==> src/rtl/exibe_sequencia.sv <==
// exibe_sequencia: reads items 0..limite from a synchronous 16x4 ROM and shows
// each on the leds for T_ACESO cycles, followed by T_APAGADO dark cycles.
// A one-cycle pronto pulse marks the end of the sequence.
module exibe_sequencia #(
    parameter int unsigned T_ACESO   = 4,
    parameter int unsigned T_APAGADO = 2
) (
    input  logic       clock,
    input  logic       reset,
    input  logic       iniciar,
    input  logic [3:0] limite,
    input  logic [3:0] dado,
    output logic [3:0] endereco,
    output logic [3:0] leds,
    output logic       ocupado,
    output logic       pronto,
    output logic [3:0] db_estado
);

    // 27 bits hold 2^26 with no overflow.
    localparam int unsigned TimerW = 27;
    // Timer counts 0..T-1 inside a phase, so the last cycle is T-1.
    localparam logic [TimerW-1:0] AcesoFim   = TimerW'(T_ACESO - 1);
    localparam logic [TimerW-1:0] ApagadoFim = TimerW'(T_APAGADO - 1);

    typedef enum logic [3:0] {
        StInicial = 4'd0,
        StPrepara = 4'd1,
        StBusca   = 4'd2,
        StAcende  = 4'd3,
        StApaga   = 4'd4,
        StFim     = 4'd5
    } estado_t;

    estado_t           estado_q, estado_d;
    logic [3:0]        endereco_q, endereco_d;
    logic [3:0]        leds_q, leds_d;
    logic [3:0]        limite_q, limite_d;
    logic [TimerW-1:0] timer_q, timer_d;

    // State and datapath registers; asynchronous active-low reset.
    always_ff @(posedge clock or negedge reset) begin
        if (!reset) begin
            estado_q   <= StInicial;
            endereco_q <= 4'd0;
            leds_q     <= 4'd0;
            limite_q   <= 4'd0;
            timer_q    <= '0;
        end else begin
            estado_q   <= estado_d;
            endereco_q <= endereco_d;
            leds_q     <= leds_d;
            limite_q   <= limite_d;
            timer_q    <= timer_d;
        end
    end

    // Next-state and datapath update; everything holds unless a state says otherwise.
    always_comb begin
        estado_d   = estado_q;
        endereco_d = endereco_q;
        leds_d     = leds_q;
        limite_d   = limite_q;
        timer_d    = timer_q;

        case (estado_q)
            StInicial: begin
                leds_d = 4'd0;
                if (iniciar) begin
                    limite_d   = limite;
                    endereco_d = 4'd0;
                    timer_d    = '0;
                    estado_d   = StPrepara;
                end
            end
            // ROM sees endereco this cycle; data is valid during StBusca.
            StPrepara: begin
                estado_d = StBusca;
            end
            StBusca: begin
                leds_d   = dado;
                timer_d  = '0;
                estado_d = StAcende;
            end
            StAcende: begin
                if (timer_q == AcesoFim) begin
                    leds_d   = 4'd0;
                    timer_d  = '0;
                    estado_d = StApaga;
                end else begin
                    timer_d = timer_q + 1'b1;
                end
            end
            StApaga: begin
                if (timer_q == ApagadoFim) begin
                    timer_d = '0;
                    // Stop on the last index instead of incrementing, so 15 never wraps.
                    if (endereco_q == limite_q) begin
                        estado_d = StFim;
                    end else begin
                        endereco_d = endereco_q + 4'd1;
                        estado_d   = StPrepara;
                    end
                end else begin
                    timer_d = timer_q + 1'b1;
                end
            end
            StFim: begin
                leds_d   = 4'd0;
                estado_d = StInicial;
            end
            default: begin
                leds_d   = 4'd0;
                timer_d  = '0;
                estado_d = StInicial;
            end
        endcase
    end

    // Outputs decoded from registered state only.
    always_comb begin
        endereco  = endereco_q;
        leds      = leds_q;
        ocupado   = (estado_q != StInicial);
        pronto    = (estado_q == StFim);
        db_estado = estado_q;
    end

endmodule

==> config.mk <==
export PLATFORM = sky130hd
export DESIGN_NAME = exibe_sequencia
export DESIGN_NICKNAME = d
export VERILOG_FILES = /design/src/rtl/exibe_sequencia.sv
export SDC_FILE = /design/constraint.sdc
export NUM_CORES = 1
export LEC_CHECK = 0
export BUFFER_PORTS_ARGS = -buffer_cell sky130_fd_sc_hd__buf_4
export CAP_MARGIN = 40
export CORE_UTILIZATION = 50
export DETAILED_ROUTE_END_ITERATION = 10
export GPL_TIMING_DRIVEN = 0
export PLACE_DENSITY = 0.73
export RECOVER_POWER = 50
export SETUP_SLACK_MARGIN = 0.1
export SLEW_MARGIN = 30
export SYNTH_ARGS = -nofsm -noshare
export SYNTH_HDL_FRONTEND = slang
export SYNTH_SLANG_ARGS = --single-unit
==> constraint.sdc <==
create_clock -name clock -period 2.5 [get_ports clock]
set_input_delay 0.5 -clock clock [delete_from_list [all_inputs] [get_ports clock]]
set_output_delay 0.5 -clock clock [all_outputs]
set_load 0.02 [all_outputs]
==> results of run 1 <==
[layout make-up]
class,instances,area (sq um),area share
well taps,52,65.06,0.02404
clock buffers,6,72.57,0.02681
flip-flops and latches,42,1051,0.3883
inverters,7,26.28,0.009709
multi-input cells,175,1247,0.4609
clock inverters,2,37.54,0.01387
repair buffers,23,147.6,0.05455
plain buffers,8,58.81,0.02173
[flip-flops by register name, indices dropped and copies added, names as in the netlist]
register and flops:
timer_q 27, endereco 4, leds 4, limite_q 4, db_estado 3
[path summary, 6_finish.rpt]
path,from,to,slack (ps),cells past startpoint
setup / recovery,timer_q[21]$_DFFE_PN0P_,endereco[0]$_DFFE_PN0P_,300,6
min in group clock,dado[0],leds[0]$_DFFE_PN0P_,420,2
hold / removal,reset,endereco[0]$_DFFE_PN0P_,370,1
setup reg to reg,timer_q[21]$_DFFE_PN0P_,endereco[0]$_DFFE_PN0P_,300,6
max in group asynchronous,reset,timer_q[26]$_DFFE_PN0P_,1490,1
hold reg to reg,leds[2]$_DFFE_PN0P_,leds[2]$_DFFE_PN0P_,500,1
[what timing repair did]
action                     in CTS  in global routing
resized for setup               0                  1
setup endpoints to repair       0                  1
hold buffers                    0                  0
[power groups by stage]
| stage | logic, mW | registers (mW) | clock network (mW) |
|---|---|---|---|
| after CTS | 1.21 | 0.909 | 0.561 |
| after detailed placement | 1.20 | 0.922 | 0 |
| final | 1.17 | 0.910 | 0.538 |
| after floorplan | 0.829 | 0.971 | 0 |
| after global placement | 1.19 | 0.917 | 0 |
| after global routing | 1.29 | 0.931 | 0.582 |
[Yosys cell counts, types with 2 or more instances]
library cell / count
dfrtp_1: 42
nand2_1: 22
nor2_1: 14
nand3_1: 13
xor2_1: 13
nor2_4: 11
nand4_1: 9
xnor2_1: 8
a22o_1: 7
and3_1: 7
inv_1: 7
a21o_1: 4
a21oi_1: 4
mux2_2: 4
nor3_1: 4
nor3b_1: 4
nor4_2: 4
o21ai_0: 4
o21ai_1: 4
or3_1: 4
clkbuf_1: 3
ha_1: 3
nor2b_1: 3
nor4_1: 3
and4_2: 2
or2_2: 2
[worst max-delay path, stage by stage (launching register included)]
cell	delay [ps]
dfrtp_1	420
nor4_1	360
nand2_1	200
nor3_4	310
o41a_2	290
mux2_1	340
a22o_1	180
[metrics by stage]
stage               worst slack [ps]  hold WS (ps)
floorplan                      566.2         204.4
global placement               269.9         486.0
detailed placement             241.7         488.9
CTS                            222.0         181.0
global route                   148.5         415.9
finish                         302.5         370.8
[routing by layer]
layer / global-route usage / up-vias
met2: 0.3526 / 44
met1: 0.2699 / 876
li1: - / 890
met5: 0 / -
met4: 0.07333 / 0
met3: 0.05413 / 7
[cells in the final DEF (no fill, tap or decap), types with 8 or more instances in the layout]
| cell | netlist | final |
|---|---|---|
| buf_4 | 1 | 17 |
| dfrtp_1 | 42 | 42 |
| xor2_1 | 13 | 13 |
| xnor2_1 | 8 | 8 |
| nor2_1 | 14 | 14 |
| nand4_1 | 9 | 9 |
| nor2_4 | 11 | 11 |
| nand2_1 | 22 | 22 |
| nand3_1 | 13 | 13 |
| clkbuf_1 | 3 | 10 |
[cells by family (layout without fill, tap and decap cells)]
kind of cell,count (synthesis),after routing,synth area share
multiplexers,6,6,0.02789
AND/OR/NAND/NOR,109,109,0.2879
flip-flops,42,42,0.4421
XOR/XNOR,21,21,0.07737
buffers and inverters,15,46,0.03579
other,1,1,0.001577
AO/OA/AOI/OAI,35,35,0.1116
adder cells (fa/ha/maj),3,3,0.01579
==> run_results.csv, run 1 <==
group,metric,value,unit
detailed_routing,wl_met3,196,um
timing,worst_pin_slew,1039,ps
timing,skew,7.186,ps
global_route,grt_max_degree,43,
synthesis,yosys_warnings,0,
run,maxCapViolCount,0,
clocking,clk_pin_slew,80,ps
worst_setup_path,worst_ep_required_time,2700,ps
detailed_routing,route.detailed.drc,4,
layout,syn2layout_area_growth,13.84,%
detailed_routing,wl_per_cell,14.91,um
synthesis,synth_edf_count,0,
timing,drv_slew,0,
global_route,grt_use_total,0.2119,
synthesis,ys.flop_type,"dfrtp_1",
detailed_routing,drt_iter0_markers,75,
outcome,status,"complete, but fails checks",
layout,layout.cells.non_filler,315,
clocking,cts-htree-levels,2,
timing,fin_crit,2198,ps
timing,fmax,455.1,MHz
detailed_routing,drtAntennaViolNets,0,
detailed_routing,drt_wl_total,4.697,mm
layout,drive_above_1_share,0.2205,
synthesis,synth.avg_cell_area,10.25,sq um
power,p_int,1.541,mW
detailed_routing,via_per_inst,5.768,
clocking,cts_tree,"built",
synthesis,synth-async-reset-ratio,1.000,
global_route,antenna_found_initial,0,
worst_setup_path,crit_arrival,2400,ps
power,p_seq_frac,0.347,
synthesis,synth.top_cell.area_share,0.4421,
min_path,hold_class,"in -> async",
placed_design,dpl-instance-area,0.002615,sq mm
floorplanning,start_util,0.5313,
floorplanning,dieArea,0.005035,sq mm
worst_setup_path,path_max_fanout,7,
worst_setup_path,critical_path.startpoint_type,"register",
floorplanning,dieHeight,70.96,um
clocking,root_buffer,"clkbuf_8",
placed_design,numPortBuffers,23,
layout,num-nets-final,276,
synthesis,synth_area_leaders,"dfrtp_1 (44%), nor2_4 (5.2%), xor2_1 (4.8%), nand2_1 (3.5%), xnor2_1 (2.9%)",
global_route,globalRouteOverflowTotal,0,
power,netSwitchingPower,1.077,mW
synthesis,yosysUniqueCellTypes,53,
layout,utilization,0.6049,
timing,period_share,0.8790,
clocking,clock-sinks,42,
synthesis,synth_area,0.002377,sq mm
synthesis,synth_seq_cells,42,
placed_design,dp_hpwl,3.303,mm
power,peakVddDrop,806.1,uV
synthesis,syn_nets,246,
power,p_sw_frac,0.4113,
detailed_routing,vias,1817,
timing,fin_setup_tns,0,ps
floorplanning,dieWidth,70.96,um
outcome,failed_checks,"design-rule violations",
layout,fin_area,0.002706,sq mm
detailed_routing,dr.pass1.iters,7,
timing,setup_viol,0,
power,clockPowerShare,0.206,
placed_design,placedCellCount,307,
synthesis,synth_top_cell_by_area,"dfrtp_1",
layout,antenna_cells,0,
power,power,2.618,mW
placed_design,place_congestion,0.7972,
worst_setup_path,end_kind,"register",
clocking,clk_latency,300,ps
clocking,cts_buffers,5,
power,p_leak,1.218,nW
floorplanning,core_area,0.004474,sq mm
detailed_routing,wl_met1,2.200,mm
global_route,grt_pass1_wl,8.245,mm
synthesis,yosysSeqAreaShare,0.4421,
worst_setup_path,path_class,"reg -> reg",
timing,rsz0062_at_grt,"no",
power,p_per_area,967.5,mW/mm^2
detailed_routing,dr.max_layer_used,"met4",
synthesis,postSynthCellCount,232,
floorplanning,num_rows,24,
power,combPwrFrac,0.447,
layout,fill_cells,385,
detailed_routing,wl_met2,2.242,mm
timing,hold_violations,0,
clocking,clockBufferDepth,2,
floorplanning,ios,25,
timing,slew-limit-headroom,0.3073,
clocking,postCtsSetupBuffers,0,
global_route,grt_pass1_vias,1810,
(Power assumes the default switching activity.)
==> inputs of run 2 (changes only) <==
Settings changed: BUFFER_PORTS_ARGS -buffer_cell sky130_fd_sc_hd__buf_4 to default, DONT_BUFFER_PORTS from default to 1, MAX_ROUTING_LAYER from default to met4, PLACE_DENSITY 0.73 to 0.68.
==> run_results.csv, run 2 (synthesized netlist as in run 1, its figures left out) <==
group,metric,value,unit
outcome,status,"complete, but fails checks",
outcome,failed_checks,"design-rule violations, max-capacitance violations, max-slew violations",
timing,rsz0062_at_grt,"no",
floorplanning,core_area,0.004474,sq mm
timing,fin_setup_tns,0,ps
detailed_routing,vias,1761,
layout,layout.cells.non_filler,293,
layout,final_cell_mix,"dfrtp_1 (42), nand2_1 (22), nor2_1 (14)",
floorplanning,dieHeight,70.96,um
detailed_routing,wl_per_cell,15.82,um
min_path,hold_class,"in -> reg",
global_route,globalRouteOverflowTotal,0,
layout,antenna_cells,0,
detailed_routing,via_per_inst,6.010,
power,p_leak,1.161,nW
layout,final_common_cell,"dfrtp_1",
clocking,postCtsSetupBuffers,0,
worst_setup_path,path_buf_inv,0,
floorplanning,start_util,0.5313,
power,power,2.680,mW
clocking,clk_pin_slew,80,ps
clocking,clock-sinks,42,
placed_design,place_congestion,0.7945,
worst_setup_path,crit_chain,"nor4_1 > nand2_1 > nor3_4 > o41a_2 > mux2_1 > a22o_1",
layout,syn2layout_area_growth,9.526,%
worst_setup_path,crit_family,"simple AND/OR/NAND/NOR gates",
detailed_routing,drtAntennaViolNets,0,
layout,regMostFlops,"timer_q",
global_route,antenna_found_initial,0,
worst_setup_path,cp_slowest_stage_delay,410,ps
global_route,grt_max_degree,43,
timing,worst_pin_slew,1896,ps
detailed_routing,dr.pass1.iters,7,
timing,slew-limit-headroom,-0.2640,
timing,drv_slew,43,
detailed_routing,route.detailed.drc,4,
layout,fill_cells,397,
layout,num-nets-final,254,
placed_design,numPortBuffers,0,
timing,skew,4.001,ps
timing,worst_slack,249.3,ps
clocking,cts-htree-levels,2,
worst_setup_path,slowest_stage,"dfrtp_1",
timing,period_share,0.9003,
layout,fin_area,0.002604,sq mm
floorplanning,num_rows,24,
power,peakVddDrop,1161,uV
worst_setup_path,worst_ep_required_time,2690,ps
placed_design,pre_cts_ws,215.0,ps
clocking,root_buffer,"clkbuf_8",
placed_design,placedCellCount,284,
worst_setup_path,path_class,"reg -> reg",
timing,fmax,444.3,MHz
layout,largest_reg_flops,27,
floorplanning,dieWidth,70.96,um
global_route,grt_pass1_wl,7.734,mm
power,p_per_area,1029,mW/mm^2
run,maxCapViolCount,1,
clocking,clockBufferDepth,2,
placed_design,dp_hpwl,3.185,mm
clocking,clk_latency,300,ps
layout,utilization,0.5819,
global_route,grt_pass1_vias,1604,
worst_setup_path,critical_path.startpoint_type,"register",
detailed_routing,drt_iter0_markers,118,
worst_setup_path,crit_arrival,2440,ps
timing,whs,338.8,ps
clocking,cts_tree,"built",
timing,fin_crit,2251,ps
floorplanning,ios,25,
detailed_routing,drt_wl_total,4.636,mm
clocking,cts_buffers,5,
worst_setup_path,end_kind,"register",
placed_design,dpl-instance-area,0.002442,sq mm
timing,setup_viol,0,
floorplanning,dieArea,0.005035,sq mm
worst_setup_path,path_max_fanout,7,
global_route,grt_use_total,0.2068,
timing,hold_violations,0,
layout,drive_above_1_share,0.1743,
run 2: report_power, final:
part | switching [mW] | total (mW) | internal, mW
Combinational | 0.628 | 1.03 | 0.398
Sequential | 0.192 | 0.987 | 0.795
Clock | 0.242 | 0.668 | 0.426
run 2: layer usage:
metal | track usage | part of all wire | wire [um] | vias to the layer above
li1 | - | - | - | 853
met1 | 0.2790 | 0.49 | 2266 | 870
met2 | 0.3045 | 0.46 | 2138 | 32
met3 | 0.05128 | 0.035 | 163 | 6
met4 | 0.07333 | 0.014 | 66 | 0
met5 | - | 0 | 0 | -
run 2: cell type report:
cell class                      count  area, sq um  area share
Buffer                              8        58.81     0.02259
Timing Repair Buffer                1        12.51    0.004805
Clock buffer                        6        82.58     0.03172
Multi-Input combinational cell    175         1247      0.4791
Clock inverter                      2        60.06     0.02307
Inverter                            7        26.28     0.01009
Sequential cell                    42         1051      0.4037
Tap cell                           52        65.06     0.02499
run 2: path summary, 6_finish.rpt:
kind | startpoint | end | slack, ps | cells after the start
hold / removal | dado[2] | leds[2]$_DFFE_PN0P_ | 340 | 1
max in group asynchronous | reset | leds[3]$_DFFE_PN0P_ | 590 | 1
setup / recovery | timer_q[21]$_DFFE_PN0P_ | endereco[0]$_DFFE_PN0P_ | 250 | 6
hold reg to reg | limite_q[2]$_DFFE_PN0P_ | limite_q[2]$_DFFE_PN0P_ | 530 | 1
min in group asynchronous | reset | timer_q[4]$_DFFE_PN0P_ | 820 | 1
setup reg to reg | timer_q[21]$_DFFE_PN0P_ | endereco[0]$_DFFE_PN0P_ | 250 | 6
run 2: timing repair:
item                                    CTS  global route
hold buffers                              1             0
resized for setup                         0             1
hold endpoints to repair                 42             0
endpoints found under the setup margin    0             1
run 2: worst register-to-register path, stage by stage, from the launching register on:
cell and delay [ps]:
dfrtp_1 410, nor4_1 400, nand2_1 230, nor3_4 300, o41a_2 290, mux2_1 340, a22o_1 180
==> inputs of run 3 (changes only) <==
Settings changed: CELL_PAD_IN_SITES_DETAIL_PLACEMENT from default to 1, CELL_PAD_IN_SITES_GLOBAL_PLACEMENT from default to 1, CORE_UTILIZATION 50 to 49, PLACE_DENSITY 0.68 to 0.81.
==> run_results.csv, run 3 (synthesized netlist as in run 1, its figures left out) <==
group,metric,value,unit
worst_setup_path,worst_ep_required_time,2690,ps
worst_setup_path,crit_arrival,2460,ps
global_route,grt_pass1_wl,8.997,mm
global_route,use_met3,0.03516,
detailed_routing,drt_iter0_markers,67,
layout,regArea,0.001051,sq mm
detailed_routing,via_per_inst,5.997,
timing,slew-limit-headroom,-0.2473,
worst_setup_path,end_kind,"register",
detailed_routing,route.detailed.drc,0,
clocking,cts-htree-levels,2,
worst_setup_path,r2r_cells,6,
worst_setup_path,crit_path_start,"timer_q[8]$_DFFE_PN0P_",
run,maxCapViolCount,1,
global_route,grt.busiest_layer,"met2",
floorplanning,ios,25,
global_route,grt_max_degree,43,
layout,final_cell_mix,"dfrtp_1 (42), nand2_1 (22), nor2_1 (14)",
placed_design,dp_hpwl,3.862,mm
timing,fmax,441.3,MHz
timing,hold_violations,0,
floorplanning,dieArea,0.005134,sq mm
timing,fin_setup_tns,0,ps
clocking,cts_buffers,5,
timing,skew,7.427,ps
timing,period_share,0.9065,
worst_setup_path,regToRegSetupSlack,230,ps
worst_setup_path,crit_path_end,"endereco[0]$_DFFE_PN0P_",
clocking,clockBufferDepth,2,
global_route,globalRouteOverflowTotal,0,
worst_setup_path,path_class,"reg -> reg",
layout,final_common_cell,"dfrtp_1",
layout,regMostFlops,"timer_q",
placed_design,place_congestion,0.7573,
global_route,use_met2,0.4004,
detailed_routing,drt_wl_total,5.368,mm
floorplanning,start_util,0.5278,
global_route,grt_pass1_vias,1884,
power,p_per_area,975.5,mW/mm^2
layout,largest_reg_flops,27,
timing,worst_pin_slew,1871,ps
timing,setup_viol,0,
floorplanning,num_rows,24,
outcome,status,"complete, but fails checks",
layout,utilization,0.5656,
global_route,antenna_found_initial,0,
clocking,clk_pin_slew,80,ps
layout,multi_input_area,0.001247,sq mm
floorplanning,dieWidth,71.66,um
layout,num-nets-final,254,
clocking,clk_latency,300,ps
detailed_routing,vias,1757,
outcome,failed_checks,"max-capacitance violations, max-slew violations",
placed_design,numPortBuffers,0,
clocking,postCtsSetupBuffers,0,
global_route,use_met1,0.2868,
layout,fill_cells,511,
worst_setup_path,path_max_fanout,8,
detailed_routing,wl_per_cell,18.32,um
global_route,grt_use_total,0.2361,
timing,fin_crit,2266,ps
worst_setup_path,critical_path.startpoint_type,"register",
timing,drv_slew,43,
floorplanning,dieHeight,71.66,um
clocking,cts_tree,"built",
detailed_routing,drtAntennaViolNets,0,
floorplanning,core_area,0.004504,sq mm
timing,rsz0062_at_grt,"no",
detailed_routing,dr.pass1.iters,4,
min_path,hold_class,"in -> reg",
clocking,root_buffer,"clkbuf_8",
power,p_leak,1.134,nW
layout,antenna_cells,0,
power,peakVddDrop,839.4,uV
layout,drive_above_1_share,0.1701,
worst_setup_path,r2r_end,"endereco[0]$_DFFE_PN0P_",
layout,syn2layout_area_growth,7.158,%
worst_setup_path,worstReg2RegStart,"timer_q[8]$_DFFE_PN0P_",
clocking,clock-sinks,42,
## run 3: changes by cell type in the layout (fill, tap and decap cells not counted), sizes merged
cell,delta
clkinv,+2
bufinv,-2
## run 3: final cells by class
| cell class | instances | area share |
|---|---|---|
| sequential | 42 | 0.4126 |
| tap | 52 | 0.02554 |
| timing repair buffer | 1 | 0.004912 |
| clock buffer | 6 | 0.02849 |
| inverter | 7 | 0.01031 |
| multi-input combinational | 175 | 0.4897 |
| clock inverter | 2 | 0.005403 |
| buffer | 8 | 0.02308 |
## run 3: critical path, cell delays in order, from the launching register on
cell and delay, ps:
dfrtp_1 470, nor4_2 360, nand4_1 220, nor3_4 290, o41a_2 310, mux2_1 340, a22o_1 180
## run 3: worst min path at each step
| stage | startpoint | end | cells past startpoint |
|---|---|---|---|
| 2_1_floorplan | reset | db_estado[0]$_DFFE_PN0P_ | 0 |
| 3_3_place_gp | reset | timer_q[2]$_DFFE_PN0P_ | 0 |
| 3_5_place_dp | reset | timer_q[0]$_DFFE_PN0P_ | 0 |
| 4_1_cts | reset | endereco[0]$_DFFE_PN0P_ | 1 |
| 5_1_grt | limite[2] | limite_q[2]$_DFFE_PN0P_ | 1 |
| 6_report | dado[1] | leds[1]$_DFFE_PN0P_ | 1 |
## run 3: timing repair
action,4_1_cts,5_1_grt
gates resized for setup,0,1
hold endpoints to repair,42,0
setup endpoints to repair,0,1
hold buffers,1,0
## run 3: through the flow
stage	power (mW)	worst slack, ps	cells	hold slack (ps)	area (sq um)
4_1_cts	2.504	150.6	293	49.07	2549
5_1_grt	2.626	114.3	293	340.2	2547
6_report	2.485	233.7	293	335.8	2547
2_1_floorplan	1.799	566.2	232	204.4	2377
3_3_place_gp	2.004	250.9	284	205.4	2442
3_5_place_dp	2.053	171.5	284	205.4	2442
## run 3: where the power goes
part / switching, mW / internal [mW]
logic: 0.660 / 0.399
registers: 0.199 / 0.795
clock network: 0.236 / 0.197
total: 1.09 / 1.39
## run 3: per-layer routing
layer  share of wire  wire length (um)
met1            0.46              2479
met3           0.024               131
met2            0.50              2671
met5               0                 0
met4           0.016                86
